[src/rtl/pc_gen_pkg.sv]
// Shared front-end definitions: prediction-queue entry layout and fetch-width default.
package pc_gen_pkg;

    localparam int FETCH_BYTES_DEF = 4;

    typedef struct packed {
        logic [63:0] pc;
        logic        taken;
        logic [63:0] target;
    } pq_entry_t;

endpackage

[src/rtl/pred_queue.sv]
// Synchronous prediction-queue FIFO with single-cycle flush; storage is not reset
// because the head is only meaningful while the occupancy is non-zero.
module pred_queue
    import pc_gen_pkg::*;
#(
    parameter int DEPTH = 4
) (
    input  logic                     clk_i,
    input  logic                     clk_en_i,
    input  logic                     rst_i,
    input  logic                     flush_i,
    input  logic                     push_i,
    input  pq_entry_t                push_data_i,
    input  logic                     pop_i,
    output pq_entry_t                head_o,
    output logic [$clog2(DEPTH):0]   count_o
);

    localparam int PW = $clog2(DEPTH);
    localparam int CW = PW + 1;

    pq_entry_t         mem_q [DEPTH];
    logic [PW-1:0]     wr_ptr_q, wr_ptr_d;
    logic [PW-1:0]     rd_ptr_q, rd_ptr_d;
    logic [CW-1:0]     count_q, count_d;
    logic              push_ok_s;
    logic              pop_ok_s;

    assign push_ok_s = push_i && (count_q < CW'(DEPTH));
    assign pop_ok_s  = pop_i && (count_q != {CW{1'b0}});

    // Flush wins over push/pop; pointers wrap naturally at power-of-two depth.
    always_comb begin
        wr_ptr_d = wr_ptr_q;
        rd_ptr_d = rd_ptr_q;
        count_d  = count_q;
        if (flush_i) begin
            wr_ptr_d = {PW{1'b0}};
            rd_ptr_d = {PW{1'b0}};
            count_d  = {CW{1'b0}};
        end else begin
            if (push_ok_s) begin
                wr_ptr_d = wr_ptr_q + {{(PW-1){1'b0}}, 1'b1};
            end else begin
                wr_ptr_d = wr_ptr_q;
            end
            if (pop_ok_s) begin
                rd_ptr_d = rd_ptr_q + {{(PW-1){1'b0}}, 1'b1};
            end else begin
                rd_ptr_d = rd_ptr_q;
            end
            count_d = count_q + CW'(push_ok_s) - CW'(pop_ok_s);
        end
    end

    always_ff @(posedge clk_i) begin
        if (rst_i) begin
            wr_ptr_q <= {PW{1'b0}};
            rd_ptr_q <= {PW{1'b0}};
            count_q  <= {CW{1'b0}};
        end else if (clk_en_i) begin
            wr_ptr_q <= wr_ptr_d;
            rd_ptr_q <= rd_ptr_d;
            count_q  <= count_d;
        end
    end

    always_ff @(posedge clk_i) begin
        if (!rst_i && clk_en_i && !flush_i && push_ok_s) begin
            mem_q[wr_ptr_q] <= push_data_i;
        end
    end

    assign head_o  = mem_q[rd_ptr_q];
    assign count_o = count_q;

endmodule

[src/rtl/pc_gen.sv]
// Next-fetch PC generator: combines BTB/direction hints into a predicted target and
// records every issued prediction in a queue until the backend resolves it.
module pc_gen
    import pc_gen_pkg::*;
#(
    parameter logic [63:0] RESET_PC    = 64'h0,
    parameter int          FETCH_BYTES = FETCH_BYTES_DEF,
    parameter int          PQ_DEPTH    = 4
) (
    input  logic                        clk,
    input  logic                        clkEn,
    input  logic                        rst,
    output logic [63:0]                 btbPc,
    input  logic [63:0]                 btbDest,
    input  logic                        btbValid,
    input  logic                        btbUnconditional,
    input  logic                        dirTaken,
    output logic [63:0]                 fetchPc,
    output logic                        fetchValid,
    input  logic                        fetchReady,
    input  logic                        redirectValid,
    input  logic [63:0]                 redirectPc,
    input  logic                        resolveValid,
    output logic                        pqHeadValid,
    output logic [63:0]                 pqHeadPc,
    output logic                        pqHeadTaken,
    output logic [63:0]                 pqHeadTarget,
    output logic [$clog2(PQ_DEPTH):0]   pqCount
);

    localparam int          CW         = $clog2(PQ_DEPTH) + 1;
    localparam logic [63:0] ALIGN_MASK = ~(64'(FETCH_BYTES) - 64'd1);

    logic [63:0]   pc_q, pc_d;
    logic          pred_taken_s;
    logic [63:0]   pred_target_s;
    logic          transfer_s;
    logic [CW-1:0] count_s;
    pq_entry_t     head_s;
    pq_entry_t     push_data_s;

    assign pred_taken_s  = btbValid && (btbUnconditional || dirTaken);
    assign pred_target_s = pred_taken_s ? (btbDest & ALIGN_MASK)
                                        : ((pc_q + 64'(FETCH_BYTES)) & ALIGN_MASK);

    // A resolve in the same cycle does not open a slot for fetch.
    assign fetchValid = !rst && !redirectValid && (count_s < CW'(PQ_DEPTH));
    assign transfer_s = fetchValid && fetchReady && clkEn;

    // Redirect takes priority over the predicted path.
    always_comb begin
        pc_d = pc_q;
        if (redirectValid) begin
            pc_d = redirectPc & ALIGN_MASK;
        end else if (transfer_s) begin
            pc_d = pred_target_s;
        end else begin
            pc_d = pc_q;
        end
    end

    always_ff @(posedge clk) begin
        if (rst) begin
            pc_q <= RESET_PC & ALIGN_MASK;
        end else if (clkEn) begin
            pc_q <= pc_d;
        end
    end

    assign push_data_s = '{pc: pc_q, taken: pred_taken_s, target: pred_target_s};

    pred_queue #(
        .DEPTH (PQ_DEPTH)
    ) u_pred_queue (
        .clk_i       (clk),
        .clk_en_i    (clkEn),
        .rst_i       (rst),
        .flush_i     (redirectValid),
        .push_i      (transfer_s),
        .push_data_i (push_data_s),
        .pop_i       (resolveValid),
        .head_o      (head_s),
        .count_o     (count_s)
    );

    assign btbPc        = pc_q;
    assign fetchPc      = pc_q;
    assign pqCount      = rst ? {CW{1'b0}} : count_s;
    assign pqHeadValid  = !rst && (count_s != {CW{1'b0}});
    assign pqHeadPc     = head_s.pc;
    assign pqHeadTaken  = head_s.taken;
    assign pqHeadTarget = head_s.target;

endmodule
[config.mk]
export PLATFORM = sky130hd
export DESIGN_NAME = pc_gen
export DESIGN_NICKNAME = d
export VERILOG_FILES = /design/src/rtl/pc_gen_pkg.sv /design/src/rtl/pred_queue.sv /design/src/rtl/pc_gen.sv
export SDC_FILE = /design/constraint.sdc
export NUM_CORES = 1
export LEC_CHECK = 0
export BUFFER_PORTS_ARGS = -buffer_cell sky130_fd_sc_hd__buf_2
export CAP_MARGIN = 15
export CORE_UTILIZATION = 57
export DETAILED_ROUTE_END_ITERATION = 8
export GPL_ROUTABILITY_DRIVEN = 1
export PLACE_DENSITY_LB_ADDON = 0.2
export SETUP_SLACK_MARGIN = 0.2
export SLEW_MARGIN = 20
export SYNTH_ARGS = -nofsm -noshare
export SYNTH_HDL_FRONTEND = slang
export SYNTH_SLANG_ARGS = --single-unit
[constraint.sdc]
create_clock -name clk -period 7.5 [get_ports clk]
set_input_delay 1.875 -clock clk [delete_from_list [all_inputs] [get_ports clk]]
set_output_delay 1.875 -clock clk [all_outputs]
set_load 0.05 [all_outputs]
==> metrics.md, run 1 <==
| Metric | Value |
|---|---|
| Root Buffer | clkbuf_16 |
| Sink Count | 571 |
| Vias post-DR | 15,880 |
| Overflow after GRT | 0 |
| CP Launch Type | flop |
| Post-cts resize count | 0 |
| H-Tree Level Count | 2 |
| Post-Syn Instances | 1,626 |
| Count of cell types in the netlist | 74 |
| Sequential cell area fraction in the yosys report | 0.6704 |
| Finished Core Util | 0.6731 |
| GR Util met1 | 0.4477 |
| Share of synthesized registers carrying an async set or reset | 0 |
| Final ANT Viol Nets | 0 |
| Clock group share of total power | 0.399 |
| Top FF cell, synth | edfxtp_1 |
| Vias per inst | 6.298 |
| Crit end category | primary output |
| Max cap viols | 0 |
| Global-route layer with the greatest usage | met1 |
| Worst endpoint required time | 5.62 ns |
| Cts bufs inserted | 56 |
| Clk buf depth | 3 |
| Pre-antenna DRT Iters | 5 |
| FF-to-FF Start | btbPc[2]$_SDFFE_PP0P_ |
| Total wire length | 65.09 mm |
| Setup bufs post-CTS | 0 |
| CTS Hold Bufs | 0 |
| Clock skew | 0.02037 ns |
| Max_slew headroom | 0.2786 |
| DIE WIDTH | 209.4 um |
| Die height | 209.4 um |
| Mean Syn Cell Area | 15.08 um^2 |
| Met2 Use GR | 0.4414 |
| Largest net degree at the start of global routing | 95 |
| Final min period | 4.679 ns |
| Logic pwr share | 0.103 |
| Core ar. | 42,230 um^2 |
| Post-synth top cells | edfxtp_1 (500), nand2_1 (131), mux4_2 (125) |
| Clk_lat worst skew | 0.61 ns |
| Lkg Pwr | 9.852 nW |
| Switch Pwr | 0.001829 W |
| Final Slew Violations | 0 |
| Synth top area share | 0.6124 |
| Net Sw Frac | 0.2512 |
| Final #Nets | 2,068 |
| Port Buf Inserts | 386 |
| Ys Warns | 0 |
| Status | complete, no violations |
| Period utilization | 0.6239 |
| Crit path kind | reg -> out |
| Most frequent cell after synthesis | edfxtp_1 |
| Vias in the first global route | 15,060 |
| Synth-to-layout area growth | 15.93% |
| Crit Path Max Fanout | 52 |
| Number of setup violations in the final report | 0 |
| WL/cell | 25.82 um |
| Max VDD drop | 0.0001843 V |
| EDFF count, synth | 500 |
| Measured slew at the worst slew-check pin | 1.082 ns |
| Met3 Use GR | 0.04998 |
| Initial Util | 0.5806 |
| Pwr/cell area | 256.1 nW/um^2 |
| Post-synthesis cell area | 24,520 um^2 |
| Worst EP arrival | 2.80 ns |
| Flop pwr share | 0.497 |
| Filler cell count | 2,917 |
| First-pass GRT wire length | 95.83 mm |
| Initial antenna violation count | 20 |
| DRC Markers | 0 |
| Site Rows | 75 |
| Worst-path clk slew | 0.06 ns |
| Post-synthesis cell type with the largest combined area | edfxtp_1 |
| TritonCTS clock tree | built |
| RSZ-0062 raised after global routing | no |
| Worst Hold Class | reg -> reg |
| I/O pin cnt | 399 |
| Tot GR Track Use | 0.2959 |
| Synth top area cells | edfxtp_1 (61%), mux4_2 (11%), dfxtp_1 (5.8%), buf_4 (2.1%), nand2_1 (2.0%) |
| Setup TNS | 0 ns |
| GP Congestion | 0.8422 |
| Share of cells above drive strength 1 | 0.3308 |
| HP Start | u_pred_queue.rd_ptr_q[1]$_SDFFE_PP0N_ |
| Final hold vios | 0 |
| Die area | 43,850 um^2 |
| Int Pwr | 0.005450 W |
| Detail Placement HPWL | 41.26 mm |
| DRT iter0 DRCs | 1,704 |
| Synth Register Bits | 571 |
| Highest Clock Rate | 0.2137 GHz |
cell usage in the layout (no fill, tap or decap), types with 8 or more instances in the layout:
cell         n
buf_2      384
nand3_1     43
diode_2     14
a31oi_1      8
dfxtp_1     69
clkbuf_1    12
xnor2_1     32
a211oi_1    13
a21oi_1     69
o211ai_1     9
nand2_1    131
a211o_1      8
o21ai_0     97
clkbuf_16   57
nor2_1      89
and3_1      11
clkinv_2    13
nor4_1      22
nor3_1      29
xor2_1      23
buf_4       19
clkinv_1     8
conb_1       8
mux4_2     125
and4_1      11
inv_1       17
nand4_1     15
edfxtp_1   500
bufinv_16    9
logic make-up after synthesis:
| group | after synthesis | synth area share |
|---|---|---|
| xor+xnor | 55 | 0.01965 |
| simple gates | 415 | 0.08507 |
| compound gates | 248 | 0.06083 |
| buf+inv | 195 | 0.04139 |
| mux | 133 | 0.1181 |
| other cells | 1 | 0.0001530 |
| flops | 571 | 0.6704 |
| fa+ha+maj | 8 | 0.004389 |
power groups by stage:
stage	sequential (W)	clock (W)	combinational [W]
final	0.00362	0.00291	0.000751
after global routing	0.00363	0.00305	0.000790
after CTS	0.00362	0.00294	0.000751
after detailed placement	0.00369	0	0.000747
after global placement	0.00368	0	0.000737
after floorplan	0.00372	0	0.000504
routing by layer:
metal / share of wire / wire length [um] / vias up
met4: 0.029 / 1865 / 10
met3: 0.086 / 5581 / 127
met5: 0.00086 / 56 / -
met1: 0.42 / 27420 / 8028
li1: - / - / 6873
met2: 0.46 / 30160 / 838
registers in the layout, summed over array words and instances (netlist names), named ones only:
| register | count |
|---|---|
| btbPc | 62 |
| u_pred_queue.count_o | 3 |
| u_pred_queue.mem_q | 500 |
| u_pred_queue.wr_ptr_q | 2 |
| u_pred_queue.rd_ptr_q | 2 |
area by class of cell:
class | count | area (um^2) | share of cell area
clock buffer | 72 | 1513 | 0.05322
clock inverter | 31 | 379.1 | 0.01334
tap | 539 | 674.4 | 0.02373
timing repair buffer | 408 | 2165 | 0.07616
inverter | 19 | 72.57 | 0.002553
antenna | 14 | 35.03 | 0.001233
multi-input combinational | 867 | 7141 | 0.2512
sequential | 571 | 16440 | 0.5785
critical path, stage by stage (launching register included):
cell	delay (ns)
dfxtp_4	0.63
buf_4	0.75
mux4_2	0.51
buf_2	0.26
worst paths after layout:
| check | end | slack (ns) | depth (start not counted) |
|---|---|---|---|
| setup reg to reg | u_pred_queue.mem_q[0][62]$_DFFE_PP_ | 3.73 | 8 |
| hold / removal | flop | 0.48 | 2 |
| hold reg to reg | flop | 0.48 | 2 |
| setup / recovery | pqHeadTarget[43] | 2.82 | 3 |
through the flow:
| stage | instances | hold WS [ns] | setup WS (ns) | area [um^2] | total power [W] |
|---|---|---|---|---|---|
| 3_3_place_gp | 2404 | 0.4610 | 2.200 | 26500 | 0.004417 |
| 3_5_place_dp | 2404 | 0.4720 | 2.223 | 26500 | 0.004433 |
| 2_1_floorplan | 1633 | 0.4584 | 0.9829 | 24540 | 0.004227 |
| 4_1_cts | 2507 | 0.4812 | 2.810 | 28390 | 0.007306 |
| 6_report | 2521 | 0.4794 | 2.821 | 28420 | 0.007278 |
| 5_1_grt | 2521 | 0.5026 | 2.709 | 28420 | 0.007468 |
Note: power is estimated with default switching activity, not from simulation.
==> run 2, diff against run 1 <==
--- a/config.mk
+++ b/config.mk
@@ -5,9 +5,10 @@
 export SDC_FILE = /design/constraint.sdc
 export NUM_CORES = 1
 export LEC_CHECK = 0
+export ABC_AREA = 1
 export BUFFER_PORTS_ARGS = -buffer_cell sky130_fd_sc_hd__buf_2
 export CAP_MARGIN = 15
-export CORE_UTILIZATION = 57
+export CORE_UTILIZATION = 51
 export DETAILED_ROUTE_END_ITERATION = 8
 export GPL_ROUTABILITY_DRIVEN = 1
 export PLACE_DENSITY_LB_ADDON = 0.2
==> constraint.sdc (replaced) <==
create_clock -name clk -period 4.3 [get_ports clk]
set_input_delay 1.075 -clock clk [delete_from_list [all_inputs] [get_ports clk]]
set_output_delay 1.075 -clock clk [all_outputs]
set_load 0.05 [all_outputs]
==> run 2 against run 1 <==
  * Global-route usage fell by 0.18 points
  * Cell count rose by 31%
  * Highest routed layer unchanged
  * Design area rose by 1.6%
  * Via count rose by 20%
  * Critical path type unchanged
  * Clock-buffer cell count rose by 13
  * Non-clock buffer count rose by 9
  * Combinational power rose by 100%
==> metrics.md, run 2 <==
| Metric | Value |
|---|---|
| Top FF cell, synth | edfxtp_1 (unchanged) |
| Core ar. | 47,950 um^2 (was 42,230 um^2) |
| Initial antenna violation count | 21 (was 20) |
| TritonCTS clock tree | built (unchanged) |
| Overflow after GRT | 0 (unchanged) |
| Synth-to-layout area growth | 16.05% (was 15.93%) |
| Setup TNS | 0 ns (unchanged) |
| Clk buf depth | 3 (unchanged) |
| Number of setup violations in the final report | 0 (unchanged) |
| Setup bufs post-CTS | 0 (unchanged) |
| Final ANT Viol Nets | 0 (unchanged) |
| Post-synthesis cell type with the largest combined area | edfxtp_1 (unchanged) |
| Detail Placement HPWL | 46.41 mm (was 41.26 mm) |
| Count of cell types in the netlist | 42 (was 74) |
| Synth top area cells | edfxtp_1 (60%), nor2_1 (6.3%), o21ai_0 (6.2%), dfxtp_1 (5.7%), nand2_1 (5.1%) (was edfxtp_1 (61%), mux4_2 (11%), dfxtp_1 (5.8%), buf_4 (2.1%), nand2_1 (2.0%)) |
| Post-synthesis cell area | 24,870 um^2 (was 24,520 um^2) |
| Post-synth top cells | edfxtp_1 (500), nor2_1 (420), nand2_1 (340) (was edfxtp_1 (500), nand2_1 (131), mux4_2 (125)) |
| Commonest non-fill, non-tap cell in the layout | edfxtp_1 (unchanged) |
| EDFF count, synth | 500 (unchanged) |
| RSZ-0062 raised after global routing | no (unchanged) |
| Share of cells above drive strength 1 | 0.2077 (was 0.3308) |
| Worst endpoint required time | 3.22 ns (was 5.62 ns) |
| Top reg by flops | u_pred_queue.mem_q (unchanged) |
| Period utilization | 0.9532 |
| DRC Markers | 0 (unchanged) |
| Total wire length | 74.25 mm (was 65.09 mm) |
| Post-Syn Instances | 2,339 (was 1,626) |
| Final #Nets | 2,766 (was 2,068) |
| Placed cell count | 3,178 (was 2,404) |
| Mean Syn Cell Area | 10.63 um^2 (was 15.08 um^2) |
| WL/cell | 22.53 um (was 25.82 um) |
| Root Buffer | clkbuf_16 (unchanged) |
| Most frequent cells in the layout | edfxtp_1 (500), nor2_1 (416), buf_2 (386), nand2_1 (340), o21ai_0 (307) (was edfxtp_1 (500), buf_2 (384), nand2_1 (131), mux4_2 (125), o21ai_0 (97)) |
| Site Rows | 80 (was 75) |
| Share of synthesized registers carrying an async set or reset | 0 (unchanged) |
| Clock skew | 0.01299 ns (was 0.02037 ns) |
| GP Congestion | 0.9164 (was 0.8422) |
| Post-cts resize count | 0 (unchanged) |
| Worst-path clk slew | 0.06 ns (about the same) |
| Crit Path Max Fanout | 250 (was 52) |
| Synth Register Bits | 571 (unchanged) |
| Initial Util | 0.5187 (was 0.5806) |
| Crit path kind | reg -> out (unchanged) |
| Max VDD drop | 0.0003736 V (was 0.0001843 V) |
| Largest net degree at the start of global routing | 251 (was 95) |
| Cts bufs inserted | 56 (unchanged) |
| Lkg Pwr | 10.72 nW (was 9.852 nW) |
| Worst Hold Class | reg -> reg (unchanged) |
| Die height | 222.8 um (was 209.4 um) |
| Vias post-DR | 19,100 (was 15,880) |
| R2r setup slk | 1.56 ns (was 3.73 ns) |
| DIE WIDTH | 222.8 um (was 209.4 um) |
| Vias per inst | 5.795 (was 6.298) |
| Status | complete, no violations (unchanged) |
| Crit end category | primary output (unchanged) |
| Max cap viols | 0 (unchanged) |
| Most frequent cell after synthesis | edfxtp_1 (unchanged) |
| Vias in the first global route | 17,640 (was 15,060) |
| Measured slew at the worst slew-check pin | 1.461 ns (was 1.082 ns) |
| Tot GR Track Use | 0.2941 (was 0.2959) |
| CTS Hold Bufs | 0 (unchanged) |
| Max_slew headroom | 0.02619 (was 0.2786) |
| Port Buf Inserts | 386 (unchanged) |
| Final Slew Violations | 0 (unchanged) |
| Pre-antenna DRT Iters | 5 (unchanged) |
| Sink Count | 571 (unchanged) |
| Final min period | 4.099 ns |
| DRT iter0 DRCs | 1,735 (was 1,704) |
| Highest Clock Rate | 0.2440 GHz |
| I/O pin cnt | 399 (unchanged) |
| First-pass GRT wire length | 108.6 mm (was 95.83 mm) |
| CP Launch Type | flop (unchanged) |
| Finished Layout Cells | 3,296 (was 2,521) |
| Sequential cell area fraction in the yosys report | 0.6608 (was 0.6704) |
| Worst EP arrival | 3.02 ns (was 2.80 ns) |
| Ys Warns | 0 (unchanged) |
| H-Tree Level Count | 2 (unchanged) |
| Die area | 49,660 um^2 (was 43,850 um^2) |
| Max FFs per register | 500 (unchanged) |
| Clk_lat worst skew | 0.61 ns (about the same) |
| Pwr/cell area | 439.5 nW/um^2 (was 256.1 nW/um^2) |
| Final hold vios | 0 (unchanged) |
| Synth top area share | 0.6037 (was 0.6124) |
[run 2: cell count changes after synthesis, moves of 22 or more]
cell and change:
nand2_1 +209, clkbuf_1 +30, nor3_1 -30, mux4_2 -125, xnor2_1 -27, a21oi_1 +29
o21ai_0 +209, o22ai_1 +125, nand3_1 +32, nor2_1 +330, inv_1 +49, nor4_1 -22
[run 2: per-layer routing]
layer  global-route usage  up-vias  wire, um
li1                     -     8754         -
met1               0.3982     9367     30480
met2               0.4728      817     35360
met3              0.06374      143      6042
met4              0.09611       18      2253
met5                    0        -       108
[run 2: per-stage QoR]
stage / power (W) / setup slack, ns / instance area (um^2) / hold WS, ns / utilization
2_1_floorplan: 0.007475 / 0.03718 / 24950 / 0.4554 / -
3_3_place_gp: 0.007908 / 1.121 / 27010 / 0.4662 / 0.5634
3_5_place_dp: 0.007931 / 1.081 / 27010 / 0.4964 / 0.5634
4_1_cts: 0.01274 / 0.4373 / 28830 / 0.5082 / 0.6013
5_1_grt: 0.01305 / 0.2610 / 28840 / 0.5578 / 0.6016
6_report: 0.01269 / 0.2014 / 28860 / 0.5126 / 0.6020
[run 2: layout make-up]
cell class	instances	area, um^2
Inverter	71	280.3
Timing Repair Buffer	417	2327
Fill cell	3973	19080
Antenna cell	14	35.03
Clock inverter	19	222.7
Multi-Input combinational cell	1504	7194
Clock buffer	85	1592
Sequential cell	571	16440
Tap cell	615	769.5
[run 2: cells by family (layout without fill, tap and decap cells)]
family                   after synthesis  count (layout)  synth area share
AND/OR/NAND/NOR                      877             877            0.1429
flip-flops                           571             571            0.6608
buffers and inverters                271             592           0.05322
XOR/XNOR                              30              30           0.01056
adder cells (fa/ha/maj)                8               8          0.004326
AO/OA/AOI/OAI                        581             581            0.1280
other                                  1              22         0.0001508
[run 2: worst max-delay path: stages, from the launching register on]
cell,delay (ns)
dfxtp_4,0.39
buf_12,0.53
o21ai_0,0.28
o22ai_1,0.33
buf_2,0.33
[run 2: where the power goes]
group / internal [W] / switching, W
Combinational: 0.000334 / 0.00120
Sequential: 0.00613 / 0.000157
Clock: 0.00284 / 0.00202
[run 2: final timing paths]
path	from	endpoint	cells after the start
worst max-delay path	flop	pqHeadTarget[30]	4
worst min-delay path	u_pred_queue.rd_ptr_q[1]$_SDFFE_PP0N_	flop	2
worst max register to register	btbPc[2]$_SDFFE_PP0P_	btbPc[28]$_SDFFE_PP0P_	10
worst min register to register	u_pred_queue.rd_ptr_q[1]$_SDFFE_PP0N_	flop	2
==> run 3, diff against run 2 <==
--- a/config.mk
+++ b/config.mk
@@ -6,14 +6,17 @@
 export NUM_CORES = 1
 export LEC_CHECK = 0
 export ABC_AREA = 1
+export ABC_CLOCK_PERIOD_IN_PS = 4300
 export BUFFER_PORTS_ARGS = -buffer_cell sky130_fd_sc_hd__buf_2
 export CAP_MARGIN = 15
-export CORE_UTILIZATION = 51
+export CORE_UTILIZATION = 52
 export DETAILED_ROUTE_END_ITERATION = 8
 export GPL_ROUTABILITY_DRIVEN = 1
 export PLACE_DENSITY_LB_ADDON = 0.2
+export RECOVER_POWER = 50
 export SETUP_SLACK_MARGIN = 0.2
 export SLEW_MARGIN = 20
 export SYNTH_ARGS = -nofsm -noshare
 export SYNTH_HDL_FRONTEND = slang
+export SYNTH_HIERARCHICAL = 1
 export SYNTH_SLANG_ARGS = --single-unit
==> run 3 against run 2 <==
  * The flow now finishes with violations (max-capacitance violations, max-slew violations)
  * Via count increased by 3.9%
  * Combinational power decreased by 34%
  * Fmax increased by 3.5%
  * Global-route usage increased by 0.60 points
  * Non-clock buffer count increased by 14
  * Sequential share of layout area increased by 0.28 points
  * Critical endpoint is now btbPc[50]$_SDFFE_PP0P_
  * Critical path depth increased by 2
==> metrics.md, run 3 <==
| Metric | Value |
|---|---|
| Status | finished, violations left (was complete, no violations) |
| Failing checks | max-capacitance violations, max-slew violations |
| Detail Placement HPWL | 50.94 mm (was 46.41 mm) |
| Share of cells above drive strength 1 | 0.1996 (was 0.2077) |
| CP Cell Sequence | clkbuf_1 > clkbuf_2 > inv_1 > buf_4 > nand3_1 > a21oi_1 (was buf_12 > o21ai_0 > o22ai_1 > buf_2) |
| Max FFs per register | 516 (was 500) |
| Share of synthesized registers carrying an async set or reset | 0 (unchanged) |
| Largest net degree at the start of global routing | 125 (was 251) |
| Crit end category | flop (was primary output) |
| Highest Clock Rate | 0.2526 GHz (was 0.2440 GHz) |
| Synth Area in Adders | 0.004151 (was 0.004326) |
| Post-synthesis cell area | 25,920 um^2 (was 24,870 um^2) |
| Synth Area in XOR/XNOR | 0.009798 (was 0.01056) |
| Most frequent cells in the layout | edfxtp_1 (516), nor2_1 (391), buf_2 (388), nand2_1 (253), o21ai_0 (249) (was edfxtp_1 (500), nor2_1 (416), buf_2 (386), nand2_1 (340), o21ai_0 (307)) |
| Cts bufs inserted | 57 (was 56) |
| Post-cts resize count | 0 (unchanged) |
| Vias per inst | 5.777 (was 5.795) |
| Initial Util | 0.5285 (was 0.5187) |
| RSZ-0062 raised after global routing | no (unchanged) |
| Die area | 50,750 um^2 (was 49,660 um^2) |
| CP Launch Type | primary input (was flop) |
| Ys Warns | 6 (was 0) |
| Max cap viols | 5 (was 0) |
| Lkg Pwr | 10.84 nW (was 10.72 nW) |
| Most frequent cell after synthesis | edfxtp_1 (unchanged) |
| Post-synth top cells | edfxtp_1 (516), nor2_1 (386), nand2_1 (252) (was edfxtp_1 (500), nor2_1 (420), nand2_1 (340)) |
| Finished Core Util | 0.6026 (was 0.6020) |
| Finished Layout Cells | 3,434 (was 3,296) |
| Final hold vios | 0 (unchanged) |
| H-Tree Level Count | 2 (unchanged) |
| Total wire length | 77.29 mm (was 74.25 mm) |
| Switch Pwr | 0.003008 W (was 0.003380 W) |
| Post-synthesis cell type with the largest combined area | edfxtp_1 (unchanged) |
| Filler cell count | 4,153 (was 3,973) |
| Pwr/cell area | 409.4 nW/um^2 (was 439.5 nW/um^2) |
| Sequential cell area fraction in the yosys report | 0.6525 (was 0.6608) |
| Top reg by flops | u_pred_queue/mem_q (was u_pred_queue.mem_q) |
| Logic pwr share | 0.084 (was 0.121) |
| Worst Hold Class | reg -> reg (unchanged) |
| Number of setup violations in the final report | 0 (unchanged) |
| Crit path kind | in -> reg (was reg -> out) |
| Core ar. | 49,050 um^2 (was 47,950 um^2) |
| Peak per-stage delay on the critical path | 1.19 ns (was 0.53 ns) |
| Clk buf depth | 3 (unchanged) |
| Final Slew Violations | 244 (was 0) |
| Synth top area share | 0.5977 (was 0.6037) |
| Measured slew at the worst slew-check pin | 1.884 ns (was 1.461 ns) |
| Mux cell area share after synthesis | 0 (unchanged) |
| Post-synthesis simple-gate area fraction | 0.1413 (was 0.1429) |
| DIE WIDTH | 225.3 um (was 222.8 um) |
| Sink Count | 587 (was 571) |
| Tot GR Track Use | 0.3000 (was 0.2941) |
| Placed cell count | 3,317 (was 3,178) |
| Post-Syn Instances | 2,400 (was 2,339) |
| Final min period | 3.958 ns (was 4.099 ns) |
| I/O pin cnt | 399 (unchanged) |
| WL/cell | 22.51 um (was 22.53 um) |
| Max VDD drop | 0.0003802 V (was 0.0003736 V) |
| Overflow after GRT | 0 (unchanged) |
| Setup TNS | 0 ns (unchanged) |
| DRT iter0 DRCs | 1,874 (was 1,735) |
| Vias post-DR | 19,840 (was 19,100) |
| Final ANT Viol Nets | 0 (unchanged) |
| Period utilization | 0.9205 (was 0.9532) |
| Worst endpoint required time | 4.79 ns (was 3.22 ns) |
| Commonest non-fill, non-tap cell in the layout | edfxtp_1 (unchanged) |
| Root Buffer | clkbuf_16 (unchanged) |
| Final Instance Area | 29,560 um^2 (was 28,860 um^2) |
| Setup bufs post-CTS | 0 (unchanged) |
| Int Pwr | 0.009094 W (was 0.009305 W) |
| Crit Path Max Fanout | 64 (was 250) |
| Synth top area cells | edfxtp_1 (60%), nor2_1 (5.6%), dfxtp_1 (5.5%), o21ai_0 (4.7%), nand2_1 (3.6%) (was edfxtp_1 (60%), nor2_1 (6.3%), o21ai_0 (6.2%), dfxtp_1 (5.7%), nand2_1 (5.1%)) |
| DRC Markers | 0 (unchanged) |
| First-pass GRT wire length | 112.6 mm (was 108.6 mm) |
| Dpl cell area | 28,110 um^2 (was 27,010 um^2) |
| Vias in the first global route | 18,400 (was 17,640) |
| Site Rows | 81 (was 80) |
| GP Congestion | 0.9393 (was 0.9164) |
| Final #Nets | 2,857 (was 2,766) |
| Synth-to-layout area growth | 14.03% (was 16.05%) |
| Port Buf Inserts | 390 (was 386) |
| Clock skew | 0.01759 ns (was 0.01299 ns) |
| WHS | 0.4940 ns (was 0.5126 ns) |
| Count of cell types in the netlist | 42 (unchanged) |
| Clock group share of total power | 0.382 (was 0.384) |
| Largest family of logic cells by synthesized area | simple AND/OR/NAND/NOR gates (unchanged) |
| Worst EP arrival | 4.45 ns (was 3.02 ns) |
| Max_slew headroom | -0.2563 (was 0.02619) |
| Top FF cell, synth | edfxtp_1 (unchanged) |
| CTS Hold Bufs | 0 (unchanged) |
| EDFF count, synth | 516 (was 500) |
| Clk_lat worst skew | 0.62 ns (was 0.61 ns) |
| Worst-path clk slew | 0.06 ns (about the same) |
| Mean Syn Cell Area | 10.80 um^2 (was 10.63 um^2) |
| Worst path slowest cell | clkbuf_2 (was buf_12) |
| Compound-gate portion of the synthesized area | 0.1309 (was 0.1280) |
| Initial antenna violation count | 13 (was 21) |
| Die height | 225.3 um (was 222.8 um) |
| Synth Register Bits | 587 (was 571) |
| Net Sw Frac | 0.2486 (was 0.2665) |
| TritonCTS clock tree | built (unchanged) |
| Flop pwr share | 0.534 (was 0.496) |
| Pre-antenna DRT Iters | 5 (unchanged) |
-- run 3: cell count changes after synthesis, sizes merged, moves of 15 or more --
| cell | change |
|---|---|
| nand3 | +31 |
| nand2 | -92 |
| a21boi | +15 |
| nor2 | -36 |
| inv | +26 |
| clkbuf | -23 |
| o21ai | +19 |
| or2 | +39 |
| edfxtp | +16 |
| buf | +20 |
| a21oi | +23 |
| and2 | +23 |
-- run 3: final timing paths --
kind / startpoint / to / slack, ns / cells past startpoint
worst max register to register: u_pred_queue/count_o[2]$_SDFFE_PP0P_ / u_pred_queue/mem_q[2][56]$_DFFE_PP_ / 0.70 / 8
worst min register to register: u_pred_queue/rd_ptr_q[1]$_SDFFE_PP0P_ / flop / 0.49 / 2
worst min-delay path: u_pred_queue/rd_ptr_q[1]$_SDFFE_PP0P_ / flop / 0.49 / 2
worst max-delay path: redirectValid / btbPc[50]$_SDFFE_PP0P_ / 0.34 / 6
-- run 3: cells by family after synthesis --
kind of cell,Yosys count
XOR/XNOR,29
adder cells (fa/ha/maj),8
buffers and inverters,293
AO/OA/AOI/OAI,630
AND/OR/NAND/NOR,852
flip-flops,587
other,1
-- run 3: through the flow --
step | power, W | setup slack, ns
final | 0.01210 | 0.3417
after detailed placement | 0.007596 | 1.063
after global placement | 0.007576 | 1.092
after CTS | 0.01217 | 0.4800
after global routing | 0.01245 | 0.2325
after floorplan | 0.007250 | -0.2872
-- run 3: layout make-up --
class / instances / area [um^2] / area share
multi-input combinational: 1539 / 7416 / 0.2509
tap: 664 / 830.8 / 0.02810
timing repair buffer: 431 / 2293 / 0.07758
inverter: 96 / 370.4 / 0.01253
clock inverter: 25 / 151.4 / 0.005121
antenna: 10 / 25.02 / 0.0008465
sequential: 587 / 16920 / 0.5725
clock buffer: 82 / 1550 / 0.05244
-- run 3: worst max-delay path, delay by kind of cell --
family	cells	cell delay (ns)
AOI/OAI and AO/OA	1	0.07
and+or+nand+nor	1	0.11
buffers and inverters	4	3.09
-- run 3: power by group through the flow --
stage               clock network, W  logic [W]  registers (W)
global placement                   0    0.00100        0.00658
global route                 0.00492    0.00107        0.00647
CTS                          0.00470    0.00102        0.00646
finish                       0.00463    0.00101        0.00646
detailed placement                 0    0.00101        0.00658
floorplan                          0   0.000580        0.00667
-- run 3: per-layer routing --
metal | vias up | share of wire | GRT usage
met5 | - | 0.00050 | 0
met4 | 6 | 0.034 | 0.1113
met3 | 143 | 0.075 | 0.04394
met2 | 880 | 0.48 | 0.4789
met1 | 9751 | 0.41 | 0.4183
li1 | 9057 | - | -
